===== config.mk =====
export PLATFORM = sky130hd
export DESIGN_NAME = pipe_stage_reg
export DESIGN_NICKNAME = d
export VERILOG_FILES = /design/src/rtl/pipe_stage_reg.sv
export SDC_FILE = /design/constraint.sdc
export NUM_CORES = 1
export LEC_CHECK = 0
export BUFFER_PORTS_ARGS = -buffer_cell sky130_fd_sc_hd__clkbuf_2
export CAP_MARGIN = 25
export CORE_MARGIN = 4
export CORE_UTILIZATION = 42
export CTS_CLUSTER_SIZE = 20
export DETAILED_ROUTE_END_ITERATION = 10
export HOLD_SLACK_MARGIN = 0.02
export PLACE_DENSITY = 0.86
export SYNTH_ARGS = -nofsm -noshare
export SYNTH_HDL_FRONTEND = slang
export SYNTH_SLANG_ARGS = --single-unit

===== constraint.sdc =====
create_clock -name clk -period 1.6 [get_ports clk]
set_input_delay 0.32 -clock clk [delete_from_list [all_inputs] [get_ports clk]]
set_output_delay 0.32 -clock clk [all_outputs]
set_load 0.01 [all_outputs]

===== src/rtl/pipe_stage_reg.sv =====
// ---------------------------------------------------------------------------
// pipe_stage_reg
//
// Generic inter-stage register for the 5-stage MIPS pipeline (D/E, E/M, M/W).
// It carries a packed payload together with the PC, the destination register
// and the hazard-unit Tnew field. The stage can be stalled (hold) or replaced
// by a bubble (flush). Two saturating counters record stall cycles and
// inserted bubbles for performance debug.
//
// Ports:
//   clk        rising-edge clock for all state
//   reset      synchronous, active-high reset
//   hold       stall: keep the current contents
//   flush      insert a bubble (wins over hold)
//   clr_cnt    synchronous clear of both event counters
//   in_valid   upstream instruction valid
//   in_pc      upstream PC
//   in_data    upstream packed payload
//   in_a3      upstream destination register
//   in_tnew    upstream Tnew
//   out_valid  registered valid
//   out_pc     registered PC (BUBBLE_PC for a bubble)
//   out_data   registered payload
//   out_a3     registered destination register (0 = no write)
//   out_tnew   registered Tnew
//   hold_cnt   cycles in which hold took effect, saturating
//   bubble_cnt bubbles inserted by flush, saturating
// ---------------------------------------------------------------------------
module pipe_stage_reg #(
   parameter int              DATA_W    = 96,
   parameter int              PC_W      = 32,
   parameter logic [PC_W-1:0] BUBBLE_PC = 32'h00003000,
   parameter int              TNEW_W    = 2,
   parameter bit              TNEW_DEC  = 1'b1,
   parameter int              CNT_W     = 16
) (
   input  logic              clk,
   input  logic              reset,
   input  logic              hold,
   input  logic              flush,
   input  logic              clr_cnt,
   input  logic              in_valid,
   input  logic [PC_W-1:0]   in_pc,
   input  logic [DATA_W-1:0] in_data,
   input  logic [4:0]        in_a3,
   input  logic [TNEW_W-1:0] in_tnew,
   output logic              out_valid,
   output logic [PC_W-1:0]   out_pc,
   output logic [DATA_W-1:0] out_data,
   output logic [4:0]        out_a3,
   output logic [TNEW_W-1:0] out_tnew,
   output logic [CNT_W-1:0]  hold_cnt,
   output logic [CNT_W-1:0]  bubble_cnt
);

   // Tnew as seen by the next stage: one cycle closer to producing its result.
   // Floors at zero so a finished producer never wraps back to "far away".
   logic [TNEW_W-1:0] tnew_load;

   always_comb begin
      // NOTE: default assigned first so no path through the block leaves
      // tnew_load unassigned, which would otherwise infer a latch.
      tnew_load = in_tnew;
      if (TNEW_DEC && (in_tnew != '0)) begin
         tnew_load = in_tnew - TNEW_W'(1);
      end
   end

   // Pipeline contents: reset > flush > hold > load.
   always_ff @(posedge clk) begin
      // NOTE: non-blocking assignments so every register samples the values
      // present before the edge, independent of statement order.
      if (reset || flush) begin
         out_valid <= 1'b0;
         out_pc    <= BUBBLE_PC;
         out_data  <= '0;
         out_a3    <= '0;
         out_tnew  <= '0;
      end else if (!hold) begin
         out_valid <= in_valid;
         out_pc    <= in_pc;
         out_data  <= in_data;
         // An invalid slot must never look like a pending register write.
         out_a3    <= in_valid ? in_a3 : 5'd0;
         out_tnew  <= in_valid ? tnew_load : '0;
      end
   end

   // Event counters. A flush+hold cycle is a bubble only; clear beats counting.
   always_ff @(posedge clk) begin
      if (reset || clr_cnt) begin
         hold_cnt   <= '0;
         bubble_cnt <= '0;
      end else begin
         if (flush && (bubble_cnt != '1)) begin
            bubble_cnt <= bubble_cnt + CNT_W'(1);
         end
         if (hold && !flush && (hold_cnt != '1)) begin
            hold_cnt <= hold_cnt + CNT_W'(1);
         end
      end
   end

endmodule


==> results by group, run 1 <==
Synthesis
  – Post-Syn Nets: 785
  – Register bit total from synthesis: 168
  – Netlist cell types: 47
  – Syn Area/Cell: 9.94 sq um
  – Synth Cell Area: 6380 sq um
  – Synth Flop Type: dfxtp_1
  – Sequential-to-total area share from yosys stat: 0.527
  – Mapped Cells: 642
  – Post-synth EDFFs: 0
  – Synth async-reset ratio: 0
  – Synth Warn #: 0

Floorplan
  – Core area: 14700 sq um
  – Starting density of the core: 0.434
  – Site Rows: 44
  – Die Wd: 131 microns
  – I/O pin cnt: 309
  – Die height: 131 microns
  – Die area: 17200 sq um

Critical path
  – Reg2reg end: bubble_cnt[13]$_SDFFE_PP0P_
  – Setup crit end: bubble_cnt[13]$_SDFFE_PP0P_
  – Arr. time, crit path: 1.96 ns
  – CP Capture Type: register
  – CP Class: reg -> reg
  – Reg-to-reg startpoint: bubble_cnt[1]$_SDFFE_PP0P_
  – Crit-path max FO: 5
  – Reg2Reg Setup Slack: 0.005 ns
  – Crit start category: register
  – CP required: 1.97 ns
  – Setup crit start: bubble_cnt[1]$_SDFFE_PP0P_
  – R2R depth: 5

Min path
  – Hold Path Class: in -> reg

Clocking
  – Root Driver: clkbuf_16
  – CTS tree: yes
  – Buffer depth of the longest clock path: 2
  – CTS sink cnt: 168
  – Total CTS buffers: 17
  – H-tree levels: 4
  – Clock slew at reported path FFs: 0.07 ns
  – Clock latency on the worst-skew pair: 0.42 ns

Power
  – Worst VDD drop: 0.809 mV
  – Internal power: 6890 uW
  – Register share of total power: 0.474
  – Leakage power: 0.00456 uW
  – Power share of the clock group: 0.431
  – Sw Ratio: 0.249
  – Pwr dens: 991 nW/um^2
  – NetSw: 2280 uW
  – Comb pwr share: 0.094

Route
  – Drt pass-1 iters: 5
  – Routed Wire Length: 20000 microns
  – Vias per cell: 5.21
  – Drt drc: 0
  – Initial DRC Count: 380
  – Final antenna-violating net count: 0
  – Routed vias: 6189
  – Post-DR wirelength/cell: 16.8 microns

Timing
  – RSZ-0062 raised after global routing: yes
  – Tmin final: 1.59 ns
  – Worst Clk Skew: 0.00532 ns
  – Final Hold Fails: 0
  – Tcrit/Tclk final: 0.997
  – Final setup TNS: 0 ns
  – Worst-Margin Slew: 0.433 ns
  – Slew HR: 0.709
  – Setup violators final: 0
  – Slew Limit Fails: 0
  – Fmax: 627 MHz

Layout
  – Nets: 1136
  – Layout Cells excl Fill: 1189
  – Fin area: 9260 sq um
  – Synth-to-Final Area Change: 45.0%
  – Number of inserted diodes: 0
  – Share of layout cells above drive strength 1: 0.440

Place
  – Port-buffer cells: 308
  – Post-DP Area: 8550 sq um
  – Placed wire-length estimate: 15100 microns
  – GP Congestion: 0.899
  – Cell Count Post-Placement: 1155

Global routing
  – Grt ovf: 0
  – Largest net degree at the start of global routing: 65
  – Antenna violations before repair: 2
  – Vias in the first global route: 6239
  – First-pass GRT wire length: 31700 microns
  – GRT Total Usage: 0.225

Flow run
  – Max-Cap Viols: 0

Run status
  – Run status: completed
cell type report:
cell class                 instances  area [sq um]
clock inverter                    14           139
timing repair buffer             371          2090
multi-input combinational        433          2990
sequential                       168          3380
fill                            1194          5440
inverter                           2          7.51
tap                              184           230
clock buffer                      17           425
worst max-delay path, stage by stage, from the launching register on:
cell     delay, ns
dfxtp_2       0.36
buf_6         0.11
and2_4        0.16
nand4_1       0.26
or4_1         0.56
nand2_1       0.09
worst min path at each step:
stage / from / endpoint / cells after the start
after CTS: in_pc[12] / out_pc[12]$_SDFFE_PP1N_ / 3
after global placement: out_pc[13]$_SDFFE_PP1N_ / out_pc[13]$_SDFFE_PP1N_ / 2
after floorplan: reset / out_pc[12]$_SDFFE_PP1N_ / 2
after global routing: in_pc[2] / out_pc[2]$_SDFFE_PP0N_ / 3
after detailed placement: out_pc[12]$_SDFFE_PP1N_ / out_pc[12]$_SDFFE_PP1N_ / 2
final: in_pc[12] / out_pc[12]$_SDFFE_PP1N_ / 3
Yosys cell counts (3+ instances only):
cell type  instances  area [sq um]
a21oi_1           16          80.1
or3_1              5          31.3
or2_2              4          25.0
dfxtp_1          168          3360
and4_1             3          26.3
nor4_1             4          25.0
a211oi_1           6          45.0
nand4_1            7          43.8
buf_2              4          20.0
nor3_1            13          65.1
a31oi_1            5          31.3
o311ai_0           3          26.3
clkbuf_1          31           116
o41ai_1            4          35.0
nor2_1           145           544
buf_1              4          15.0
mux2i_1          132          1320
nand2_1           20          75.1
a22oi_1            5          37.5
nand3_1           14          70.1
o21ai_0           10          50.1
or4_1              5          37.5
power groups by stage:
stage / Clock [uW] / Combinational, uW / Sequential, uW
CTS: 4030 / 866 / 4350
floorplan: 0 / 390 / 4500
global placement: 0 / 839 / 4440
global route: 4210 / 946 / 4370
detailed placement: 0 / 861 / 4450
finish: 3960 / 864 / 4350
through the flow:
step / setup slack [ns] / power (uW) / utilization / hold WS (ns)
5_1_grt: -0.115 / 9530 / 0.630 / 0.107
3_3_place_gp: -0.112 / 5280 / 0.582 / 0.458
3_5_place_dp: -0.118 / 5310 / 0.582 / 0.470
2_1_floorplan: -0.0796 / 4890 / - / 0.423
4_1_cts: 0.00506 / 9250 / 0.621 / 0.0983
6_report: 0.00502 / 9180 / 0.630 / 0.114
sequential cells by signal (all words and copies together) (netlist names):
| register | cells |
|---|---|
| bubble_cnt | 16 |
| hold_cnt | 16 |
| out_a3 | 5 |
| out_data | 96 |
| out_pc | 32 |
| out_tnew | 2 |
| out_valid | 1 |
routing by layer:
layer	vias up	part of all wire	routed length [microns]	GRT usage
met5	-	0.0014	27	0
met3	51	0.086	1720	0.0860
met2	282	0.52	10400	0.406
li1	2965	-	-	-
met4	4	0.035	705	0.0957
met1	2887	0.36	7140	0.234
kinds of logic (layout without fill, tap and decap cells):
logic type	after synthesis	in the layout	share of synthesized area
and+or+nand+nor	234	234	0.167
DFF	168	168	0.527
muxes	132	132	0.207
AOI/OAI and AO/OA	64	64	0.0692
buffers and inverters	41	404	0.0249
adders and majority gates	2	2	0.00392
xor gates and xnor gates	1	1	0.00137
cells in the final DEF, fill, tap and decap left out, types with 3 or more instances in the layout:
master	count
a31oi_1	5
a21oi_1	15
dfxtp_2	14
clkbuf_16	17
nand3_1	14
buf_12	4
dfxtp_1	154
or4_1	4
buf_6	5
inv_6	4
o41ai_1	3
nor3_1	12
nand4_1	7
clkinv_4	3
a22oi_1	5
mux2i_1	132
nand2_1	20
buf_4	55
a211oi_1	5
clkbuf_2	307
nor2_1	145
o21ai_0	9
or3_1	5
repair_timing:
action                                  4_1_cts  5_1_grt
endpoints found under the setup margin        5       20
pin swaps                                     3       11
hold buffers                                  0        0
buffers inserted                              1        2
gates resized for setup                       3       27
Power figures use the tool's default switching activity.
==> run 2: changes to the inputs <==
Settings changed: CORE_MARGIN 4 to 2, TNS_END_PERCENT from default to 5.
==> results by group, run 2 (synthesized netlist as in run 1, its figures left out) <==
Run status
  – Run status: finished, violations left
  – Violated checks: negative setup slack

Timing
  – Final Hold Fails: 0
  – Worst Clk Skew: 0.00711 ns
  – Slew Limit Fails: 0
  – Fmax: 613 MHz
  – PnR worst setup slack: -0.0306 ns
  – Worst hold margin: 0.128 ns
  – RSZ-0062 raised after global routing: yes
  – Tmin final: 1.63 ns
  – Worst-Margin Slew: 0.760 ns
  – Tcrit/Tclk final: 1.02
  – Setup violators final: 2
  – Slew HR: 0.493
  – Final setup TNS: -0.0528 ns

Clocking
  – Clock slew at reported path FFs: 0.07 ns
  – Buffer depth of the longest clock path: 2
  – CTS sink cnt: 168
  – H-tree levels: 4
  – Root Driver: clkbuf_16
  – CTS tree: yes
  – Clock latency on the worst-skew pair: 0.42 ns
  – Total CTS buffers: 17

Layout
  – Share of layout cells above drive strength 1: 0.432
  – Filler cells: 1272
  – Biggest regs: out_data (96), out_pc (32)
  – Nets: 1137
  – Layout Cells excl Fill: 1196
  – Commonest non-fill, non-tap cell in the layout: clkbuf_2
  – Most frequent cells in the layout: 307 x clkbuf_2, 153 x dfxtp_1, 145 x nor2_1
  – Area occupied by multi-input gates: 2910 sq um
  – Fin area: 9280 sq um
  – Most flops, register: out_data
  – Max reg flops: 96
  – FF+latch area: 3380 sq um
  – Synth-to-Final Area Change: 45.3%

Global routing
  – Grt ovf: 0
  – Met2 Use GR: 0.401
  – First-pass GRT wire length: 28400 microns
  – Met1 Usage GRT: 0.239
  – Vias in the first global route: 5697
  – GRT Total Usage: 0.222
  – Antenna violations before repair: 1
  – Largest net degree at the start of global routing: 62
  – Met3 usage: 0.0729
  – GRT Max-Usage Layer: met2

Critical path
  – Arr. time, crit path: 1.98 ns
  – Reg2reg end: hold_cnt[13]$_SDFFE_PP0P_
  – Crit start category: register
  – CP required: 1.95 ns
  – Cell Chain, Critical Path: nand4_4, or4_4, or4_1, a21oi_1
  – CP Class: reg -> reg
  – CP Capture Type: register
  – Crit-path max FO: 6
  – R2R depth: 4
  – Crit path largest cell delay: 0.54 ns
  – Crit path max-delay cell type: or4_4
  – Reg-to-reg startpoint: hold_cnt[9]$_SDFFE_PP0P_
  – Reg2Reg Setup Slack: -0.03 ns

Route
  – Drt drc: 0
  – Post-DR wirelength/cell: 15.4 microns
  – Vias per cell: 5.07
  – Routed vias: 6062
  – Routed Wire Length: 18400 microns
  – Initial DRC Count: 350
  – Drt pass-1 iters: 5
  – Final antenna-violating net count: 0

Place
  – Port-buffer cells: 308
  – GP Congestion: 0.862
  – Post-DP Area: 8550 sq um
  – Placed wire-length estimate: 14000 microns
  – Cell Count Post-Placement: 1159
  – Dpl ws: -0.182 ns

Floorplan
  – Core area: 15000 sq um
  – Die Wd: 127 microns
  – I/O pin cnt: 309
  – Site Rows: 45
  – Die area: 16200 sq um
  – Starting density of the core: 0.425
  – Die height: 127 microns

Min path
  – WHS Endpoint: out_pc[4]$_SDFFE_PP0N_
  – Hold path startpoint: in_pc[4]
  – Hold path depth: 3
  – Hold Path Class: in -> reg

Power
  – Pwr dens: 1040 nW/um^2
  – Leakage power: 0.00459 uW
  – Worst VDD drop: 0.913 mV

Flow run
  – Max-Cap Viols: 0
run 2: changes by cell type in the layout (fill, tap and decap cells not counted), sizes merged:
cell      before  now
inv            8    9
clkbuf       324  325
clkinv         5    3
bufinv         1    4
clkinvlp       2    0
buf           64   65
diode          0    1
run 2: through the flow:
stage                      util  power (uW)
after floorplan               -        4880
after global placement    0.568        5270
after detailed placement  0.568        5290
after CTS                 0.614        9770
after global routing      0.617       10000
final                     0.617        9690
run 2: worst max-delay path: cells and delay by family, from the launching register on:
kind / cells / cell delay [ns]
compound gates: 1 / 0.13
flops: 1 / 0.35
simple gates: 3 / 1.08
run 2: report_power, final:
group / switching, uW / internal (uW) / total (uW)
combinational: 428 / 419 / 847
sequential: 60.4 / 4290 / 4350
clock: 1780 / 2710 / 4490
run 2: layout make-up:
class | count | area share
clock inverter | 14 | 0.0224
clock buffer | 18 | 0.0473
multi-input combinational | 433 | 0.314
sequential | 168 | 0.365
timing repair buffer | 372 | 0.225
tap | 188 | 0.0254
inverter | 2 | 0.000809
antenna | 1 | 0.000270
run 2: worst max path at each step:
stage	slack, ns	to	start	cells after the start
2_1_floorplan	-0.12	hold_cnt[13]$_SDFFE_PP0P_	hold_cnt[5]$_SDFFE_PP0P_	4
3_3_place_gp	-0.16	hold_cnt[11]$_SDFFE_PP0P_	flush	5
3_5_place_dp	-0.18	hold_cnt[13]$_SDFFE_PP0P_	flush	5
4_1_cts	-0.03	hold_cnt[13]$_SDFFE_PP0P_	hold_cnt[9]$_SDFFE_PP0P_	4
5_1_grt	-0.07	hold_cnt[11]$_SDFFE_PP0P_	hold_cnt[1]$_SDFFE_PP0P_	4
6_report	-0.03	hold_cnt[13]$_SDFFE_PP0P_	hold_cnt[9]$_SDFFE_PP0P_	4
run 2: timing repair:
item | 4_1_cts | 5_1_grt
pin swaps | 3 | 2
cloned | 0 | 0
hold endpoints to repair | 0 | 0
setup buffers | 3 | 1
setup endpoints to repair | 9 | 19
gates resized for setup | 10 | 12
hold buffers | 0 | 0
run 2: per-layer routing:
metal / part of all wire / vias to the layer above
met4: 0.027 / 0
met3: 0.072 / 36
met5: 0 / -
li1: - / 2985
met2: 0.52 / 225
met1: 0.38 / 2816
